<file path="config.mk">
export PLATFORM = sky130hd
export DESIGN_NAME = alu_packet_parser
export DESIGN_NICKNAME = d
export VERILOG_FILES = /design/src/rtl/alu_pkg.sv /design/src/rtl/alu_packet_parser.sv
export SDC_FILE = /design/constraint.sdc
export NUM_CORES = 1
export LEC_CHECK = 0
export CORE_AREA = 3 3 90 109
export DETAILED_ROUTE_END_ITERATION = 10
export DIE_AREA = 0 0 93 112
export PLACE_DENSITY = 0.66
export SLEW_MARGIN = 20
export SYNTH_ARGS = -nofsm -noshare
export SYNTH_HDL_FRONTEND = slang
export SYNTH_SLANG_ARGS = --single-unit
</file>
<file path="constraint.sdc">
create_clock -name clk -period 2.7 [get_ports clk]
set_input_delay 0.54 -clock clk [delete_from_list [all_inputs] [get_ports clk]]
set_output_delay 0.54 -clock clk [all_outputs]
set_load 0.02 [all_outputs]
</file>
<file path="src/rtl/alu_pkg.sv">
// Shared definitions for the ALU command packet parser: opcode encoding,
// packet framing constants and the parser state encoding.
package alu_pkg;

    // Header is opcode, reserved byte, then a 16-bit little-endian length.
    localparam int HDR_BYTES     = 4;
    // Every operand is carried as four little-endian bytes.
    localparam int OPERAND_BYTES = 4;
    localparam int LEN_W         = 16;

    typedef enum logic [7:0] {
        OP_ADD = 8'hA0,
        OP_SUB = 8'hA1,
        OP_MUL = 8'hA2,
        OP_DIV = 8'hA3
    } opcode_e;

    typedef enum logic [2:0] {
        ST_IDLE,
        ST_RSVD,
        ST_LEN_LO,
        ST_LEN_HI,
        ST_OPERAND,
        ST_EMIT,
        ST_DRAIN
    } state_e;

    // True when the byte names an operation the ALU datapath implements.
    function automatic logic opcode_known(input logic [7:0] op);
        logic known;
        known = 1'b0;
        case (op)
            OP_ADD, OP_SUB, OP_MUL, OP_DIV: known = 1'b1;
            default:                        known = 1'b0;
        endcase
        return known;
    endfunction

    // A header is accepted only for a known opcode carrying at least one
    // whole operand; anything else is drained as a malformed packet.
    function automatic logic header_ok(input logic [7:0] op, input logic [LEN_W-1:0] len);
        return opcode_known(op) && (len >= LEN_W'(HDR_BYTES + OPERAND_BYTES))
               && (len[1:0] == 2'b00);
    endfunction

endpackage

</file>
<file path="src/rtl/alu_packet_parser.sv">
// Parses framed command packets from the UART byte stream and emits one
// opcode-tagged 32-bit operand beat per operand to the ALU datapath.
// Malformed packets are drained byte by byte and flagged with err_o.
module alu_packet_parser
    import alu_pkg::*;
#(
    parameter int DATA_WIDTH_P    = 8,
    parameter int OPERAND_WIDTH_P = 32
) (
    input  logic                       clk,
    input  logic                       rst,
    input  logic [DATA_WIDTH_P-1:0]    s_axis_tdata,
    input  logic                       s_axis_tvalid,
    output logic                       s_axis_tready,
    output logic [DATA_WIDTH_P-1:0]    m_opcode_o,
    output logic [OPERAND_WIDTH_P-1:0] m_operand_o,
    output logic                       m_first_o,
    output logic                       m_last_o,
    output logic                       m_valid_o,
    input  logic                       m_ready_i,
    output logic                       err_o
);

    localparam logic [1:0] LAST_IDX = 2'(OPERAND_BYTES - 1);

    state_e                  state;
    state_e                  next_state;
    logic [DATA_WIDTH_P-1:0] len_lo;
    logic [LEN_W-1:0]        remaining;
    logic [1:0]              byte_idx;
    logic                    xfer;
    logic                    retire;
    logic [LEN_W-1:0]        len_full;
    logic [LEN_W-1:0]        len_body;
    logic                    hdr_good;

    // The parser only stalls the byte stream while a beat waits for the ALU;
    // reset holds it off so no byte is consumed before the FSM is live.
    assign s_axis_tready = !rst && (state != ST_EMIT);
    assign xfer          = s_axis_tvalid && s_axis_tready;
    assign retire        = m_valid_o && m_ready_i;

    // The high length byte is on the bus during LEN_HI, so the full length
    // and its validity are evaluated combinationally from it.
    assign len_full = {s_axis_tdata, len_lo};
    assign len_body = (len_full >= LEN_W'(HDR_BYTES)) ? (len_full - LEN_W'(HDR_BYTES))
                                                      : '0;
    assign hdr_good = header_ok(m_opcode_o, len_full);

    // State register.
    // NOTE: sequential state uses non-blocking assignments so every register
    // samples pre-edge values regardless of block evaluation order.
    always_ff @(posedge clk or posedge rst) begin
        if (rst) begin
            state <= ST_IDLE;
        end else begin
            state <= next_state;
        end
    end

    // Next-state decode; header and operand states advance only on an accepted byte.
    always_comb begin
        // NOTE: default first, so no path through the case leaves next_state
        // unassigned and infers a latch.
        next_state = state;
        case (state)
            ST_IDLE: begin
                if (xfer) next_state = ST_RSVD;
            end
            ST_RSVD: begin
                if (xfer) next_state = ST_LEN_LO;
            end
            ST_LEN_LO: begin
                if (xfer) next_state = ST_LEN_HI;
            end
            ST_LEN_HI: begin
                if (xfer) begin
                    if (hdr_good) begin
                        next_state = ST_OPERAND;
                    end else if (len_body == '0) begin
                        next_state = ST_IDLE;
                    end else begin
                        next_state = ST_DRAIN;
                    end
                end
            end
            ST_OPERAND: begin
                if (xfer && (byte_idx == LAST_IDX)) next_state = ST_EMIT;
            end
            ST_EMIT: begin
                if (retire) next_state = m_last_o ? ST_IDLE : ST_OPERAND;
            end
            ST_DRAIN: begin
                if (xfer && (remaining == LEN_W'(1))) next_state = ST_IDLE;
            end
            default: next_state = ST_IDLE;
        endcase
    end

    // Header capture, operand assembly, byte accounting and beat/err outputs.
    always_ff @(posedge clk or posedge rst) begin
        if (rst) begin
            len_lo      <= '0;
            remaining   <= '0;
            byte_idx    <= '0;
            m_opcode_o  <= '0;
            m_operand_o <= '0;
            m_first_o   <= 1'b0;
            m_last_o    <= 1'b0;
            m_valid_o   <= 1'b0;
            err_o       <= 1'b0;
        end else begin
            err_o <= 1'b0;
            case (state)
                ST_IDLE: begin
                    if (xfer) m_opcode_o <= s_axis_tdata;
                end
                ST_LEN_LO: begin
                    if (xfer) len_lo <= s_axis_tdata;
                end
                ST_LEN_HI: begin
                    if (xfer) begin
                        remaining <= len_body;
                        if (hdr_good) begin
                            byte_idx  <= '0;
                            m_first_o <= 1'b1;
                        end else begin
                            err_o <= 1'b1;
                        end
                    end
                end
                ST_OPERAND: begin
                    if (xfer) begin
                        // First byte on the wire lands in the least significant lane.
                        m_operand_o[int'(byte_idx) * DATA_WIDTH_P +: DATA_WIDTH_P] <= s_axis_tdata;
                        remaining <= remaining - LEN_W'(1);
                        byte_idx  <= byte_idx + 2'd1;
                        if (byte_idx == LAST_IDX) begin
                            m_valid_o <= 1'b1;
                            m_last_o  <= (remaining == LEN_W'(1));
                        end
                    end
                end
                ST_EMIT: begin
                    if (retire) begin
                        m_valid_o <= 1'b0;
                        m_first_o <= 1'b0;
                    end
                end
                ST_DRAIN: begin
                    if (xfer) remaining <= remaining - LEN_W'(1);
                end
                default: begin
                end
            endcase
        end
    end

endmodule

</file>
## After elaboration in Yosys (flattened, before gate mapping)

Cells that the tools add are included.

- Bits in registers: 73
- Latch bits: 0
- RAM bits: 0
- ROM bits: 0
- Input port bits: 12
- Output and inout port bits: 45
- Word-level logic and storage cells: 99
- Memories: 0

- Add/sub/neg operators: 4
- Multiply operators: 0
- Divide/modulo/power cells: 0
- $lt $le $gt $ge: 2
- Equal/unequal tests: 24
- Shift operators: 2
- Muxes and demuxes: 31
- Bitwise gates (word level): 0
- Reduce and logical (&&, ||, !) cells: 26

Operator list:

| kind | count |
|---|---|
| $mux 16 | 3 |
| $neg 5->33 | 1 |
| $shift 8x33->32 const A | 1 |
| $shiftx 8x33->32 | 1 |
| $bwmux 32 | 1 |
| $eq 8x8->1 const B | 4 |
| $pmux 16 s2 | 1 |
| $mux 3 | 10 |
| $pmux 3 s7 | 1 |
| $ne 2x2->1 const B | 10 |
| $eq 16x1->1 const B | 1 |
| $ge 16x3->1 const B | 1 |
| $ge 16x4->1 const B | 1 |
| $logic_not 16->1 | 1 |
| $sub 16x1->16 const B | 1 |
| $sub 16x3->16 const B | 1 |
| $reduce_and 4->1 | 3 |
| $eq 3x3->1 const B | 3 |
| $mux 1 | 9 |
| $reduce_bool 2->1 | 4 |
| $logic_and 1x1->1 | 7 |
| $reduce_and 7->1 | 1 |
| $eq 3x2->1 const B | 2 |
| $mux 2 | 3 |
| other kinds (14) | 18 |

## Logic depth before layout (Yosys ltp)

Gate-level depths: netlist of run 1.

- Depth after elaboration: 8
- Gate-level depth with buffers: 8
- Depth with buffers taken out: 7

## Worst setup path after synthesis of run 1

No wires, ideal clock.

- Path kind: input -> register
- From: input s_axis_tdata[1]
- To: register state[2]
- Setup time: 0.124 ns
- Arrival time: 2.401 ns
- Required time: 2.576 ns
- Path slack: 0.175 ns
- Cell stages on the path: 7
- Path buffers: 2
- Cells stage by stage: buf_6 > or4_1 > buf_2 > nor3_1 > xor2_1 > or4_1 > a211o_1

- Cells in the longest elaborated chain, start to end: 7
- Elaborated cells between the ends (all ways): 11
- Classes of those cells: add/sub (1); order compare (2); mux (5); reduce/logical (3)

Ends and longest elaborated chain:

| element | line | RTL |
|---|---|---|
| start: declaration | alu_packet_parser.sv:12 | `input logic [DATA_WIDTH_P-1:0] s_axis_tdata,` |
| $sub 16x3->16 or $ge 16x3->1 (tied branches) | alu_packet_parser.sv:46 | `assign len_body = (len_full >= LEN_W'(HDR_BYTES)) ? (len_full - LEN_W'(HDR_BYTES))` |
| $mux 16 | alu_packet_parser.sv:46 |  |
| $logic_not 16->1 | alu_packet_parser.sv:80 | `end else if (len_body == '0) begin` |
| $mux 3 | alu_packet_parser.sv:80 |  |
| $mux 3 * | alu_packet_parser.sv:78 | `if (hdr_good) begin` |
| $mux 3 * | alu_packet_parser.sv:77 | `if (xfer) begin` |
| $pmux 3 s7 * | alu_packet_parser.sv:66 | `case (state)` |
| end signal: assignment | alu_packet_parser.sv:57 | `state <= next_state;` |
| end: declaration | alu_packet_parser.sv:26 | `state_e state;` |

Every way passes the cells marked *; elsewhere a longest branch is shown, timed or not. The select of a mux whose other input is x is not followed.
A chain may end at the register's enable or synchronous reset.

## Worst setup path in the final report of run 1

Ends and elaborated chain as after synthesis.

==> results by group, run 1 <==
Status
  • Outcome: complete, no violations

Power
  • Reg power frac: 0.409
  • Peak VDD IR: roughly 0.00037 V
  • Switching fraction of total power: 0.397
  • Leakage: 0.00206 µW
  • Pwr per Cell Area: 816 nW/µm²
  • Comb pwr share: 0.386
  • P_sw: 1610 µW
  • Power Total: roughly 4000 µW
  • Cell Int Power: 2440 µW
  • Part of the power in the clock network: 0.204

Setup path
  • Data arrival, critical path: about 2.8 ns
  • Startpoint Class: input pin
  • Reg2reg setup slack: ~0.15 ns
  • CP endpoint kind: flip-flop
  • Worst setup path category: input pin to flip-flop
  • Critical Path Start: s_axis_tdata[1]
  • Reg2reg start: len_lo[2]$_DFFE_PP0P_
  • Crit-path max FO: 4
  • Req. time, crit path: approximately 3.0 ns

Clocking
  • Clk sinks: 73
  • Clock buffer depth: 2
  • Cts hold-fix bufs: 0
  • Clock Latency Late Sink: roughly 0.36 ns
  • CTS tree: yes
  • H-tree depth: 3
  • Root buffer cell: clkbuf_8
  • Post-CTS sizing: 0
  • Clock-pin slew on the worst setup and hold paths: ~0.08 ns
  • Postcts setup bufs: 0
  • Cts bufs inserted: 9

Die
  • FP Rows: 38
  • Core Area: between 8000 and 9000 µm²
  • Die width: 93 µm
  • Die area: 10400 µm²
  • Die Span Y: 112 µm
  • Initial Utilization: 0.437
  • Io pins: 57

Global routing
  • Initial antenna violation count: 0
  • Total grt overflow: 0
  • Total track usage: 0.208
  • Largest net degree at the start of global routing: 55
  • First-pass GRT wire length: 17.0 mm
  • Number of global-route vias before repair: 3346

Routing
  • Wire length per cell: about 17 µm
  • Vias per std cell: roughly 5.5
  • Initial DRC Count: 307
  • DRC Markers: 0
  • ANT nets after route: 0
  • WL final: 10.5 mm
  • Total number of vias: 3490
  • Drt pass-1 iters: 5

Timing
  • Clk_skew: ~0.011 ns
  • Worst setup margin: 0.139 ns
  • Final setup fails: 0
  • Tmin final: 2.56 ns
  • Unrepaired setup endpoints after global routing: no
  • Relative slew slack: 0.676
  • Fin. max-slew vios: 0
  • Ratio of final minimum period to clock period: 0.949
  • Fin. Hold Viols: 0
  • Least-Margin Pin Slew: between 0.4 and 0.5 ns
  • Fmax: 390 MHz

Synth
  • Syn Area/Cell: around 9 µm²
  • Register area share after synthesis: 0.467
  • Main combinational cell family by area after synthesis: simple AND/OR/NAND/NOR gates
  • Flops & latches, synth: between 70 and 80
  • Syn nets: 462
  • YS warnings: 0
  • Post-synthesis async set-or-reset flop share: 1.00
  • Xor/xnor share of the synthesized area: 0.0157
  • Mux contribution to synthesized area: 0.0461
  • Distinct cells, synth: 54
  • Dominant synthesized flop cell: dfrtp_1
  • Mapped Area: approximately 3900 µm²
  • Complex-gate fraction of the synthesized area: 0.169
  • Post-Synthesis Cells: 439
  • Post-synth EDFFs: 0
  • Adder-Cell Fraction of Synth Area: 0.0352
  • Post-synthesis simple-gate area fraction: 0.223

Final layout
  • Commonest non-fill, non-tap cell in the layout: nand2_1
  • Share of layout cells above drive strength 1: 0.147
  • Finished Layout Cells: 637
  • Fill cells: approximately 850
  • Final Core Density: 0.555
  • # diodes: 0
  • Most frequent cells in the layout: nand2_1 (80), dfrtp_1 (73), clkdlybuf4s50_1 (56), o21ai_0 (51), buf_4 (34)
  • P&R area growth vs syn: 27.0%
  • NumNets Final: 535

Placed design
  • Gpl congestion: ~0.84
  • Dpl hpwl: about 7.5 mm
  • Post-Place Setup Slack: -0.287 ns
  • Port bufs: 56
  • Placed Instances: ~620

Worst hold path
  • Worst Hold Launch: m_operand_o[14]$_DFFE_PP0P_
  • Worst hold path type: flip-flop to flip-flop

Job
  • Max_cap viols: 0
metrics by stage:
step | hold slack [ns] | TNS (ns) | area (µm²)
final | 0.493 | 0 | 4960
after global routing | 0.526 | 0 | 4960
after CTS | 0.490 | 0 | 4950
after detailed placement | 0.471 | -0.517 | 4770
after global placement | 0.464 | -0.413 | 4770
after floorplan | 0.461 | 0 | 3910
cell families after synthesis:
kind of cell,Yosys count
xor gates and xnor gates,7
AOI/OAI and AO/OA,110
DFF,73
adders and majority gates,11
buffers and inverters,40
muxes,16
and+or+nand+nor,182
sequential cells by signal, summed over array words and instances, names as in the netlist:
signal,cells
m_operand_o,32
remaining,16
len_lo,8
m_opcode_o,8
state,3
byte_idx,2
err_o,1
m_first_o,1
m_last_o,1
m_valid_o,1
critical path: stages:
cell and delay, ns:
clkdlybuf4s50_1 0.48, or4b_1 0.54, or4_1 0.41, or4_1 0.53, a211o_1 0.31
power by group through the flow:
| stage | Sequential, µW | Combinational, µW | Clock, µW |
|---|---|---|---|
| 2_1_floorplan | 1670 | 998 | 0 |
| 3_3_place_gp | 1650 | 1530 | 0 |
| 3_5_place_dp | 1670 | 1550 | 0 |
| 4_1_cts | 1650 | 1560 | 842 |
| 5_1_grt | 1700 | 1730 | 886 |
| 6_report | 1660 | 1560 | 827 |
final cells by class:
class,count,area [µm²],area share
Multi-Input combinational cell,326,1920,0.387
Sequential cell,73,1830,0.368
Timing Repair Buffer,91,836,0.168
Tap cell,120,150,0.0303
Clock buffer,10,138,0.0277
Clock inverter,6,50.0,0.0101
Inverter,11,41.3,0.00832
worst paths after layout:
path / cells past startpoint / end
max: 5 / state[2]$_DFFE_PP0P_
min: 2 / m_operand_o[14]$_DFFE_PP0P_
max reg2reg: 6 / state[2]$_DFFE_PP0P_
min reg2reg: 2 / m_operand_o[14]$_DFFE_PP0P_
max in group asynchronous: 3 / m_opcode_o[4]$_DFFE_PP0P_
min in group asynchronous: 3 / remaining[12]$_DFFE_PP0P_
per-layer routing:
layer | up-vias | share of wire | GRT usage
met2 | 119 | 0.48 | 0.332
met3 | 21 | 0.055 | 0.0514
met4 | 0 | 0.029 | 0.0890
met1 | 1644 | 0.44 | 0.268
li1 | 1706 | - | -
met5 | - | 0 | 0
cells in the mapped netlist, types with 2 or more instances:
cell / count / share of area
nand2b_1: 2 / 0.0032
nand3b_1: 2 / 0.0038
nor4_1: 9 / 0.014
or4b_2: 2 / 0.0051
nor3_1: 13 / 0.017
dfrtp_1: 73 / 0.47
buf_1: 2 / 0.0019
nor3b_1: 4 / 0.0077
or3_1: 4 / 0.0064
nor2_1: 31 / 0.030
o21a_1: 2 / 0.0038
o32a_1: 3 / 0.0077
o31ai_1: 4 / 0.0077
xnor2_1: 3 / 0.0067
nor2b_1: 3 / 0.0048
or4_1: 8 / 0.015
a221oi_1: 3 / 0.0067
buf_4: 2 / 0.0038
xor2_1: 4 / 0.0090
a21oi_1: 20 / 0.026
mux2_2: 16 / 0.046
nand3_1: 9 / 0.012
o21ai_0: 51 / 0.065
inv_1: 10 / 0.0096
and3_1: 5 / 0.0080
and2_1: 2 / 0.0032
nand4_1: 3 / 0.0048
a31oi_1: 11 / 0.018
buf_2: 3 / 0.0038
clkbuf_1: 20 / 0.019
ha_1: 11 / 0.035
nand2_1: 80 / 0.077
a21o_1: 2 / 0.0038
a32oi_1: 2 / 0.0045
Note: power is estimated with default switching activity, not from simulation.
==> run 2, diff against run 1 <==
Settings changed: CAP_MARGIN from default to 20, PLACE_DENSITY 0.66 to 0.69.
Clock period 2.7 ns to 2.26 ns, I/O delays scaled along.
==> run 2 against run 1 <==
  * The flow now finishes with violations (negative setup slack)
  * Via count rose by 7.4%
  * Sequential share of layout area down 3.2 points
  * Wire length rose by 4.7%
  * Largest power group is now combinational cells
  * Worst setup slack worse by 0.30 ns
  * Critical path depth up 1
  * Final cell count is 6.8% higher
  * Combinational power rose by 58%
  * Critical endpoint unchanged
  * Non-clock buffer count is 44 higher
  * First-iteration DRC count fell by 23%
  * Cell area is 9.5% higher
  * Core utilization is 5.2 points higher
  * Highest routed layer unchanged
==> results by group, run 2 (synthesis gave the netlist of run 1 again) <==
Die
  • Die Span Y: around 110 µm
  • Io pins: 57
  • Initial Utilization: 0.437
  • Die width: 93 µm
  • Core Area: between 8000 and 9000 µm²
  • FP Rows: 38
  • Die area: 10400 µm²

Global routing
  • First-pass GRT wire length: 18.2 mm
  • Largest net degree at the start of global routing: 74
  • Total grt overflow: 0
  • Initial antenna violation count: 0
  • Total track usage: 0.219
  • Number of global-route vias before repair: 3669

Worst hold path
  • Hold path depth: 2
  • Worst hold path type: flip-flop to flip-flop
  • Worst Hold Launch: m_operand_o[22]$_DFFE_PP0P_

Setup path
  • Worst setup path category: flip-flop to flip-flop
  • Reg2reg end: state[2]$_DFFE_PP0P_
  • Critical Path Start: len_lo[2]$_DFFE_PP0P_
  • Worst-case reg-to-reg path depth: 6
  • CP Depth: 6
  • Crit-path cells: inv_2, ha_4, or4b_1, or4_1, or4_4, a211o_1
  • Reg2reg setup slack: -0.16 ns
  • Crit-path max FO: 3
  • Data arrival, critical path: roughly 2.7 ns
  • Req. time, crit path: 2.50 ns
  • CP endpoint kind: flip-flop
  • Worst setup path endpoint: state[2]$_DFFE_PP0P_
  • Reg2reg start: len_lo[2]$_DFFE_PP0P_
  • Startpoint Class: flip-flop
  • CP Buf/Inv Count: 1
  • Crit path largest cell delay: 0.44 ns
  • Worst path slowest cell: or4_1
  • CP top delay family: simple AND/OR/NAND/NOR gates

Final layout
  • Finished Layout Cells: 680
  • Final Core Density: 0.608
  • Fill cells: 768
  • Top flop regs: m_operand_o: 32 flops, remaining: 16 flops
  • Register bank with the most flops: m_operand_o
  • # diodes: 0
  • P&R area growth vs syn: 39.0%
  • Share of layout cells above drive strength 1: 0.232
  • Multi-input logic area: about 2000 µm²
  • Most frequent cells in the layout: nand2_1 (80), buf_4 (77), dfrtp_1 (72), clkdlybuf4s50_1 (54), o21ai_0 (49)
  • Commonest non-fill, non-tap cell in the layout: nand2_1
  • NumNets Final: 579
  • Max reg flops: 32
  • FF+latch area: 1830 µm²

Timing
  • Clk_skew: 0.00666 ns
  • Relative slew slack: 0.608
  • Worst setup margin: -0.161 ns
  • Fin. Hold Viols: 0
  • Final setup fails: 2
  • Ratio of final minimum period to clock period: 1.07
  • Tmin final: 2.42 ns
  • Fmax: 413 MHz
  • Unrepaired setup endpoints after global routing: yes
  • Least-Margin Pin Slew: 0.587 ns
  • Fin. max-slew vios: 0
  • Final setup TNS: -0.270 ns

Placed design
  • Gpl congestion: 0.869
  • Dpl hpwl: 7.86 mm
  • Port bufs: between 50 and 60
  • Placed Instances: 660

Routing
  • DRC Markers: 0
  • Initial DRC Count: 235
  • Vias per std cell: 5.51
  • Total number of vias: 3749
  • WL final: 11.0 mm
  • ANT nets after route: 0
  • Wire length per cell: 16.2 µm
  • Drt pass-1 iters: 5

Clocking
  • Cts hold-fix bufs: 0
  • CTS tree: yes
  • Clock-pin slew on the worst setup and hold paths: 0.08 ns
  • Clock Latency Late Sink: 0.35 ns
  • Clk sinks: 73
  • Root buffer cell: clkbuf_8
  • Clock buffer depth: 2
  • H-tree depth: 3
  • Cts bufs inserted: 9

Status
  • Violated checks: negative setup slack
  • Outcome: finished, violations left

Job
  • Max_cap viols: 0

Power
  • Peak VDD IR: 0.000584 V
  • Pwr per Cell Area: 1040 nW/µm²
  • Leakage: 0.00233 µW
==> run 2: routing by layer <==
metal / part of all wire / global-route usage / vias to the layer above / wire, µm
li1: - / - / 1799 / -
met5: 0 / 0 / - / 0
met4: 0.025 / 0.0919 / 0 / 270
met1: 0.43 / 0.277 / 1814 / 4710
met2: 0.50 / 0.366 / 112 / 5510
met3: 0.048 / 0.0419 / 24 / 526
==> run 2: worst min path at each step <==
stage,end,slack [ns]
3_5_place_dp,m_operand_o[31]$_DFFE_PP0P_,0.47
5_1_grt,m_operand_o[19]$_DFFE_PP0P_,0.52
3_3_place_gp,m_operand_o[19]$_DFFE_PP0P_,0.47
4_1_cts,m_operand_o[22]$_DFFE_PP0P_,0.49
6_report,m_operand_o[22]$_DFFE_PP0P_,0.48
2_1_floorplan,remaining[15]$_DFFE_PP0P_,0.46
==> run 2: repair_timing <==
| item | 4_1_cts | 5_1_grt |
|---|---|---|
| gates resized for setup | 8 | 7 |
| setup endpoints to repair | 4 | 11 |
| setup buffers | 3 | 2 |
| pin swaps | 1 | 2 |
==> run 2: cell type report <==
cell class	count	area share
Clock buffer	9	0.0228
Clock inverter	6	0.0214
Inverter	11	0.00829
Multi-Input combinational cell	326	0.367
Sequential cell	73	0.337
Tap cell	120	0.0276
Timing Repair Buffer	135	0.217
==> run 2: stage by stage <==
stage | total power (µW) | instance area (µm²) | setup WS, ns | hold slack, ns
2_1_floorplan | 3200 | 3940 | -0.101 | 0.461
3_3_place_gp | 4150 | 5090 | -0.528 | 0.465
3_5_place_dp | 4210 | 5090 | -0.597 | 0.474
4_1_cts | 5570 | 5380 | -0.138 | 0.494
5_1_grt | 6020 | 5430 | -0.204 | 0.515
6_report | 5670 | 5430 | -0.161 | 0.483
==> run 2: worst min-delay path, cell delays in order (launching register included) <==
cell and delay (ns):
dfrtp_1 0.35, nand2_1 0.05, o21ai_0 0.06
==> run 2: power breakdown <==
part / switching [µW] / internal, µW
logic: 1210 / 1250
clock network: 524 / 735
registers: 330 / 1620
